[src/rtl/mem_port_arbiter.sv]
// Shares one 16-bit single-port memory between fetch and data; 32-bit data runs as two beats; optional starvation guard under ARB_FAIR_EN.
// Memory ports are combinational; read responses arrive 1 cycle after issue (2 for wide); fetch is stalled while data owns the port.
module mem_port_arbiter #(
  parameter int ADDR_W       = 12,
  parameter int STARVE_LIMIT = 4
) (
  input  logic              clk,
  input  logic              rst,
  input  logic              i_flush,
  input  logic              i_if_req,
  input  logic [ADDR_W-1:0] i_if_addr,
  output logic              o_if_gnt,
  output logic              o_if_valid,
  output logic [15:0]       o_if_rdata,
  output logic              o_stall_fetch,
  input  logic              i_dm_req,
  input  logic              i_dm_we,
  input  logic              i_dm_wide,
  input  logic [ADDR_W-1:0] i_dm_addr,
  input  logic [31:0]       i_dm_wdata,
  output logic              o_dm_gnt,
  output logic              o_dm_valid,
  output logic [31:0]       o_dm_rdata,
  output logic              o_mem_en,
  output logic              o_mem_we,
  output logic [ADDR_W-1:0] o_mem_addr,
  output logic [15:0]       o_mem_wdata,
  input  logic [15:0]       i_mem_rdata
);

  typedef enum logic {S_IDLE, S_WIDE2} state_t;

  state_t      r_state;
  logic        r_if_pend;
  logic        r_dm_narrow;
  logic        r_dm_lo_pend;
  logic        r_dm_hi_pend;
  logic [15:0] r_lo;

  logic w_idle;
  logic w_wide2;
  logic w_force;
  logic w_if_issue;
  logic w_dm_beat0;

  // Reset gates every issue term so all outputs read 0 while rst is high.
  assign w_idle     = (r_state == S_IDLE) && !rst;
  assign w_wide2    = (r_state == S_WIDE2) && !rst;
  assign w_if_issue = w_idle && i_if_req && (!i_dm_req || w_force);
  assign w_dm_beat0 = w_idle && i_dm_req && !w_if_issue;

`ifdef ARB_FAIR_EN
  localparam int CNT_W = $clog2(STARVE_LIMIT + 1);
  logic [CNT_W-1:0] r_starve;

  assign w_force = (r_starve >= CNT_W'(STARVE_LIMIT));

  always_ff @(posedge clk) begin
    if (rst) begin
      r_starve <= '0;
    end else if (w_if_issue) begin
      r_starve <= '0;
    end else if (i_if_req && (r_starve < CNT_W'(STARVE_LIMIT))) begin
      r_starve <= r_starve + CNT_W'(1);
    end
  end
`else
  assign w_force = 1'b0;
`endif

  assign o_mem_en    = w_if_issue || w_dm_beat0 || w_wide2;
  assign o_mem_we    = (w_dm_beat0 || w_wide2) && i_dm_we;
  assign o_mem_addr  = w_wide2    ? i_dm_addr + ADDR_W'(1) :
                       w_dm_beat0 ? i_dm_addr :
                       w_if_issue ? i_if_addr : '0;
  assign o_mem_wdata = w_wide2    ? i_dm_wdata[31:16] :
                       w_dm_beat0 ? i_dm_wdata[15:0]  : 16'h0;

  assign o_if_gnt      = w_if_issue;
  assign o_stall_fetch = !rst && i_if_req && !w_if_issue;
  assign o_dm_gnt      = (w_dm_beat0 && !i_dm_wide) || w_wide2;

  // A flush in the response cycle kills the fetch issued one cycle earlier.
  assign o_if_valid = !rst && r_if_pend && !i_flush;
  assign o_if_rdata = o_if_valid ? i_mem_rdata : 16'h0;

  assign o_dm_valid = !rst && (r_dm_narrow || r_dm_hi_pend);
  assign o_dm_rdata = !o_dm_valid  ? 32'h0 :
                      r_dm_hi_pend ? {i_mem_rdata, r_lo} :
                                     {16'h0, i_mem_rdata};

  always_ff @(posedge clk) begin
    if (rst) begin
      r_state      <= S_IDLE;
      r_if_pend    <= 1'b0;
      r_dm_narrow  <= 1'b0;
      r_dm_lo_pend <= 1'b0;
      r_dm_hi_pend <= 1'b0;
      r_lo         <= 16'h0;
    end else begin
      r_state      <= (w_dm_beat0 && i_dm_wide) ? S_WIDE2 : S_IDLE;
      // Same-cycle flush kills the fetch issued alongside it.
      r_if_pend    <= w_if_issue && !i_flush;
      r_dm_narrow  <= w_dm_beat0 && !i_dm_wide && !i_dm_we;
      r_dm_lo_pend <= w_dm_beat0 && i_dm_wide && !i_dm_we;
      r_dm_hi_pend <= w_wide2 && !i_dm_we;
      if (r_dm_lo_pend) begin
        r_lo <= i_mem_rdata;
      end
    end
  end

endmodule

[config.mk]
export PLATFORM = sky130hd
export DESIGN_NAME = mem_port_arbiter
export DESIGN_NICKNAME = d
export VERILOG_FILES = /design/src/rtl/mem_port_arbiter.sv
export SDC_FILE = /design/constraint.sdc
export NUM_CORES = 1
export LEC_CHECK = 0
export BUFFER_PORTS_ARGS = -buffer_cell sky130_fd_sc_hd__buf_4
export CAP_MARGIN = 20
export CORE_ASPECT_RATIO = 1.2
export CORE_MARGIN = 2
export CORE_UTILIZATION = 41
export DETAILED_ROUTE_END_ITERATION = 6
export PLACE_DENSITY = 0.88
export SKIP_CTS_REPAIR_TIMING = 1
export SLEW_MARGIN = 20
export SYNTH_ARGS = -nofsm -noshare
export SYNTH_HDL_FRONTEND = slang
export SYNTH_SLANG_ARGS = --single-unit
[constraint.sdc]
create_clock -name clk -period 3.5 [get_ports clk]
set_input_delay 0.35 -clock clk [delete_from_list [all_inputs] [get_ports clk]]
set_output_delay 0.35 -clock clk [all_outputs]
set_load 0.01 [all_outputs]
-- Word-level counts from Yosys, hierarchy flattened
Index checks and enable logic that the tools add are counted.
- register bits after elaboration: 21
- input port bits: 79
- output and inout port bits: 83
- logic and storage cells: 46
- add/sub/neg operators: 1
- muxes and demuxes: 9
- bitwise gates (word level): 1
- reductions and logical operators: 29
- operators with widths (operator ; number):
    $mux 32 ; 2
    $mux 16 ; 3
    $mux 12 ; 3
    $logic_and 1x1->1 ; 18
    $add 12x1->12 const B ; 1
    $logic_not 1->1 ; 6
    $logic_or 1x1->1 ; 5
    $mux 1 ; 1
    $not 1->1 ; 1

-- Logic depth before layout (Yosys ltp)
Gate-level depths: netlist of the first run.
- word-level depth: 8
- gate-level depth with buffers: 6
- gate-level depth less buffers: 5

-- Worst setup path before layout of the first run
Ideal clock, no wire load.
- kind: input to output
- from: input port i_dm_addr[0]
- to: output port o_mem_addr[8]
- data arrival time: 1.273 ns
- path slack: 1.877 ns
- stages on the path: 5
- cells stage by stage: ha_1 nand3_1 nor3_2 xnor2_1 a211oi_1
- word-level cells in the longest chain between the ends: 2
- ends and longest elaborated chain (element ; line ; source):
    start, declared ; 19 ; input logic [ADDR_W-1:0] i_dm_addr,
    $add 12x1->12 ; 73 ; assign o_mem_addr = w_wide2 ? i_dm_addr + ADDR_W'(1) :
    $mux 12 ; 73 ;
    end, declared ; 26 ; output logic [ADDR_W-1:0] o_mem_addr,
Every way passes these cells.

-- Worst setup path in the final report of the first run
- from: register r_dm_hi_pend
- to: output port o_dm_rdata[30]
- word-level cells in the longest chain between the ends: 3
- elaborated cells on any way between the ends: 4
- ends and longest elaborated chain (element ; line ; source):
    start, declared ; 37 ; logic r_dm_hi_pend;
    start signal, assigned ; 106 ; r_dm_hi_pend <= w_wide2 && !i_dm_we;
    $logic_or 1x1->1 ; 87 ; assign o_dm_valid = !rst && (r_dm_narrow || r_dm_hi_pend);
    $logic_and 1x1->1 ; 87 ;
    $mux 32 (*) ; 88 ; assign o_dm_rdata = !o_dm_valid ? 32'h0 :
    end, declared ; 23 ; output logic [31:0] o_dm_rdata,
Mark *: on every way between the ends. The rest lies on a longest branch, timed or not.

==> impl_metrics.json, run 1 <==
{
  "grt_max_degree": 28,
  "ant_nets": 0,
  "regToRegStartpoint": "r_dm_lo_pend",
  "via_per_inst": 5.24,
  "r2r_cells": 2,
  "p_int_mw": 0.450,
  "hold_violations": 0,
  "holdCritStartpoint": "i_flush",
  "hp-class": "in2reg",
  "grt_pass1_wl_um": 9870,
  "clock-root-buffer": "clkbuf_8",
  "clkPwrFrac": 0.246,
  "nNetsFinal": 462,
  "synthXorXnorAreaFrac": 0.0239,
  "switching_share": 0.287,
  "crit_path_end_kind": "primary output",
  "numCtsBuffers": 3,
  "drt_iter0_markers": 78,
  "p_leak_nw": 1.46,
  "r2r_end": "r_lo[15]",
  "synth_edf_count": 0,
  "syn_inst": 233,
  "start_util": 0.429,
  "dpl_cell_area_sq_um": 3020,
  "max_slew.worst_pin.slew_ns": 0.993,
  "slew_headroom": 0.337,
  "fill_cells": 389,
  "drive_above_1_share": 0.454,
  "startpoint_type": "flop",
  "dieWidth_um": 65.0,
  "place_hpwl_um": 5250,
  "seqPwrFrac": 0.398,
  "crit_fanout": 18,
  "holdPathStages": 2,
  "syn_area_per_cell_sq_um": 7.85,
  "place_congestion": 0.848,
  "diodes": 0,
  "synth_warnings": 0,
  "p_sw_mw": 0.181,
  "synthArstFlopShare": 0,
  "first_global_vias": 2031,
  "port_buffers": 161,
  "routed_wl_um": 6500,
  "route.detailed.drc": 0,
  "cts.clk_slew.worst_paths_ns": 0.08,
  "grt.overflow.total": 0,
  "crit_arrival_ns": 2.06,
  "coreArea_sq_um": 4260,
  "synth-main-ff-cell": "dfxtp_1",
  "finalClockSkew_ns": 0.00521,
  "hold_slack_ns": 0.271,
  "p_comb_frac": 0.356,
  "antenna_found_initial": 0,
  "crit_type": "reg2out",
  "synth_top_family_by_area": "simple AND/OR/NAND/NOR gates",
  "area_growth_pct": 67.4,
  "synthSimpleGateAreaFrac": 0.319,
  "clock_latency_ns": 0.26,
  "vdd_ir_drop_max_v": 0.000136,
  "syn_nets": 313,
  "synth_compound_area_frac": 0.182,
  "max-cap-violations": 0,
  "row_count": 26,
  "critPathRequiredTime_ns": 3.15,
  "die_h_um": 77.2,
  "utilization": 0.718,
  "power_mw": 0.630,
  "wl_per_cell_um": 14.9,
  "fin_area_sq_um": 3060,
  "dr.pass1.iters": 5,
  "slew_violations": 0,
  "synth_area_sq_um": 1830,
  "tns_ns": 0,
  "ff2ff_setup_slack_ns": 2.08,
  "synth_cell_types": 41,
  "muxShareOfSynthArea": 0.175,
  "post-route-min-period_ns": 2.41,
  "cp_slowest_cell": "dfxtp_1",
  "ioPinCount": 162,
  "rsz0062_at_grt": "no",
  "hold-path-endpoint": "r_if_pend",
  "final-setup-viol-count": 0,
  "ys_ff_latch": 21,
  "finalCritPeriodShare": 0.688,
  "status": "finished, final reports clean",
  "dieArea_sq_um": 5010,
  "yosysSeqAreaShare": 0.230,
  "crit_path_cell_trace": "and2b_1, and2_1, buf_4",
  "clock_sinks": 21,
  "slowest_delay_ns": 0.98,
  "track_usage": 0.248,
  "cts_tree": "done",
  "cts_max_level": 1,
  "p_per_area_nw_per_um2": 206,
  "synth_adder_area_share": 0.00684,
  "fmax_mhz": 415,
  "clockBufferDepth": 2,
  "vias": 2292
}
power groups by stage:
stage | Sequential [mW] | Combinational, mW | Clock (mW)
2_1_floorplan | 0.251 | 0.0947 | 0
3_3_place_gp | 0.256 | 0.220 | 0
3_5_place_dp | 0.257 | 0.224 | 0
4_1_cts | 0.251 | 0.225 | 0.159
5_1_grt | 0.252 | 0.242 | 0.167
6_report | 0.251 | 0.224 | 0.155
cell type report:
| class | instances | area, sq um | area share |
|---|---|---|---|
| clock buffers | 3 | 41.3 | 0.0135 |
| flip-flops and latches | 21 | 420 | 0.137 |
| well taps | 56 | 70.1 | 0.0229 |
| multi-input cells | 190 | 1290 | 0.423 |
| repair buffers | 162 | 1220 | 0.397 |
| inverters | 4 | 15.0 | 0.00490 |
| clock inverters | 1 | 5.00 | 0.00163 |
cell usage in the layout, fill, tap and decap left out, drive strengths merged, types with 3 or more instances in the layout:
cell,instances
nand2,11
and2,34
buf,162
nor2b,3
nor3b,4
nor3,7
a221oi,3
a22o,19
nand3,6
o21ai,8
xnor2,5
clkbuf,3
nor2,38
inv,4
mux2i,32
dfxtp,21
synthesized netlist by cell type, types with 2 or more instances:
cell | number | area (sq um)
nor2_1 | 37 | 139
and2_1 | 33 | 206
mux2i_1 | 32 | 320
dfxtp_1 | 21 | 420
a22o_1 | 19 | 166
buf_2 | 11 | 55.1
nand2_1 | 11 | 41.3
nand3_1 | 6 | 30.0
nor3_1 | 6 | 30.0
o21ai_0 | 6 | 30.0
xnor2_1 | 5 | 43.8
inv_1 | 4 | 15.0
a221oi_1 | 3 | 26.3
buf_4 | 3 | 22.5
clkbuf_1 | 3 | 11.3
nor3b_1 | 3 | 22.5
a211oi_1 | 2 | 15.0
a221o_1 | 2 | 20.0
and3_1 | 2 | 12.5
nor2b_1 | 2 | 12.5
o21ai_1 | 2 | 10.0
layer usage:
metal	vias to the layer above	GRT usage	routed length, um
li1	1120	-	-
met1	1037	0.259	2270
met2	127	0.471	3460
met3	8	0.0645	701
met4	0	0.0745	76
met5	-	0	0
flip-flops by register name, indices dropped and copies added (netlist names):
register      cells
r_state           1
r_dm_narrow       1
r_dm_hi_pend      1
r_lo             16
r_if_pend         1
r_dm_lo_pend      1
kinds of logic after synthesis:
group / after synthesis
adders and majority gates: 1
muxes: 32
and+or+nand+nor: 110
xor gates and xnor gates: 5
buffers and inverters: 22
DFF: 21
AOI/OAI and AO/OA: 42
worst max-delay path: cells and delay by family (launching register included):
family                 cells  cell delay (ns)
and+or+nand+nor            2             0.69
buffers and inverters      1             0.12
DFF                        1             0.98
through the flow:
stage               std cells  setup slack [ns]
global route              437             0.969
global placement          433              1.43
floorplan                 233              1.88
CTS                       437              1.08
finish                    437              1.09
detailed placement        433              1.39
how the worst max path moves through the flow:
stage | slack [ns] | cells past startpoint | endpoint | startpoint
floorplan | 1.88 | 5 | o_mem_addr[8] | i_dm_addr[0]
global placement | 1.43 | 5 | o_mem_addr[4] | rst
detailed placement | 1.39 | 3 | o_dm_rdata[17] | r_dm_hi_pend
CTS | 1.08 | 3 | o_dm_rdata[17] | r_dm_hi_pend
global route | 0.97 | 3 | o_dm_rdata[17] | r_dm_hi_pend
finish | 1.09 | 3 | o_dm_rdata[30] | r_dm_hi_pend
Note: power is estimated with default switching activity, not from simulation.
==> inputs of run 2 (changes only) <==
--- a/config.mk
+++ b/config.mk
@@ -9,9 +9,9 @@
 export CAP_MARGIN = 20
 export CORE_ASPECT_RATIO = 1.2
 export CORE_MARGIN = 2
-export CORE_UTILIZATION = 41
+export CORE_UTILIZATION = 38
 export DETAILED_ROUTE_END_ITERATION = 6
-export PLACE_DENSITY = 0.88
+export PLACE_DENSITY = 0.83
 export SKIP_CTS_REPAIR_TIMING = 1
 export SLEW_MARGIN = 20
 export SYNTH_ARGS = -nofsm -noshare
==> constraint.sdc (replaced) <==
create_clock -name clk -period 2.4 [get_ports clk]
set_input_delay 0.24 -clock clk [delete_from_list [all_inputs] [get_ports clk]]
set_output_delay 0.24 -clock clk [all_outputs]
set_load 0.01 [all_outputs]
==> run 2 against run 1 <==
- hold slack worse by 0.12 ns
- utilization down 5.3 points
- count of clock-buffer cells in the layout up 1
- sequential cell count unchanged
- critical path depth up 2
- cell count up 0.92%
- largest power group unchanged
- combinational power up 44%
- critical endpoint is now o_mem_addr[6]
- die area up 7.4%
==> impl_metrics.json, run 2 (synthesized netlist as in run 1, its figures left out) <==
{
  "status": "finished, final reports clean",
  "cts_tree": "done",
  "crit_family": "flip-flops",
  "fmax_mhz": 509,
  "hold_violations": 0,
  "place_hpwl_um": 4970,
  "die_h_um": 80.0,
  "regToRegStartpoint": "r_dm_lo_pend",
  "diodes": 0,
  "hold-path-endpoint": "r_if_pend",
  "crit_type": "reg2out",
  "final_cell_mix": "164 x buf_4, 37 x nor2_1, 33 x and2_1",
  "antenna_found_initial": 0,
  "startpoint_type": "flop",
  "port_buffers": 161,
  "layout_commonest_cell": "buf_4",
  "area_growth_pct": 68.3,
  "utilization": 0.665,
  "slew_violations": 0,
  "finalCritPeriodShare": 0.819,
  "holdPathStages": 2,
  "cp_slowest_cell": "dfxtp_1",
  "crit_path_cell_trace": "nand2b_1, a31oi_1, o21ai_0, o311ai_1, buf_4",
  "start_util": 0.395,
  "wl_per_cell_um": 13.6,
  "grt.overflow.total": 0,
  "crit_arrival_ns": 1.73,
  "coreArea_sq_um": 4630,
  "dieWidth_um": 67.3,
  "vdd_ir_drop_max_v": 0.000181,
  "clock_sinks": 21,
  "clockBufferDepth": 2,
  "worst_slack_ns": 0.434,
  "drt_iter0_markers": 61,
  "p_per_area_nw_per_um2": 295,
  "dieArea_sq_um": 5390,
  "cts.clk_slew.worst_paths_ns": 0.07,
  "finalClockSkew_ns": 0.00562,
  "r2r_end": "r_lo[13]",
  "first_global_vias": 2057,
  "hold_slack_ns": 0.155,
  "via_per_inst": 5.13,
  "largest_reg_flops": 16,
  "holdCritStartpoint": "i_flush",
  "clock_latency_ns": 0.25,
  "dp_cells": 437,
  "clock-root-buffer": "clkbuf_8",
  "rsz0062_at_grt": "no",
  "critPathRequiredTime_ns": 2.16,
  "power_mw": 0.908,
  "grt_pass1_wl_um": 9000,
  "dpl_cell_area_sq_um": 3030,
  "track_usage": 0.214,
  "max_slew.worst_pin.slew_ns": 0.912,
  "largest-register": "r_lo",
  "dr.pass1.iters": 4,
  "routed_wl_um": 6010,
  "crit_fanout": 12,
  "hp-class": "in2reg",
  "cts_max_level": 1,
  "max-cap-violations": 0,
  "route.detailed.drc": 0,
  "grt_max_degree": 28,
  "numCtsBuffers": 3,
  "pre_cts_ws_ns": 0.628,
  "ff2ff_setup_slack_ns": 1.02,
  "drive_above_1_share": 0.454,
  "layoutNonFillerInstCount": 441,
  "post-route-min-period_ns": 1.97,
  "ioPinCount": 162,
  "ant_nets": 0,
  "final-setup-viol-count": 0,
  "vias": 2264,
  "slew_headroom": 0.391,
  "row_count": 27,
  "nNetsFinal": 464,
  "critPathBufInv": 1,
  "p_leak_nw": 1.47,
  "tns_ns": 0,
  "fin_area_sq_um": 3080,
  "r2r_cells": 2,
  "place_congestion": 0.952,
  "crit_path_end_kind": "primary output",
  "slowest_delay_ns": 0.52
}
-- run 2: cell types whose count changed in the layout (fill, tap and decap cells not counted), sizes merged --
cell    delta
clkbuf     +1
clkinv     -1
buf        +2
-- run 2: where the power goes --
part	switching (mW)	leakage (nW)	internal, mW	total [mW]
sequential	0.00866	0.170	0.356	0.365
clock	0.103	0.0228	0.118	0.221
combinational	0.138	1.28	0.185	0.323
-- run 2: worst max path at each step --
stage / from / end / depth (start not counted)
6_report: r_state / o_mem_addr[6] / 5
5_1_grt: r_state / o_mem_addr[6] / 3
4_1_cts: r_state / o_mem_addr[6] / 5
3_5_place_dp: rst / o_mem_addr[4] / 5
3_3_place_gp: rst / o_mem_addr[4] / 5
2_1_floorplan: r_state / o_mem_addr[1] / 6
-- run 2: layer usage --
| metal | vias up | GRT usage | part of all wire |
|---|---|---|---|
| li1 | 1120 | - | - |
| met1 | 1015 | 0.218 | 0.35 |
| met2 | 121 | 0.410 | 0.53 |
| met3 | 8 | 0.0522 | 0.11 |
| met4 | 0 | 0.0735 | 0.015 |
| met5 | - | 0 | 0 |
-- run 2: cell type report --
type	count	area, sq um
timing repair buffer	164	1230
sequential	21	420
inverter	4	15.0
clock buffer	4	45.0
fill	409	1550
tap	58	72.6
multi-input combinational	190	1290
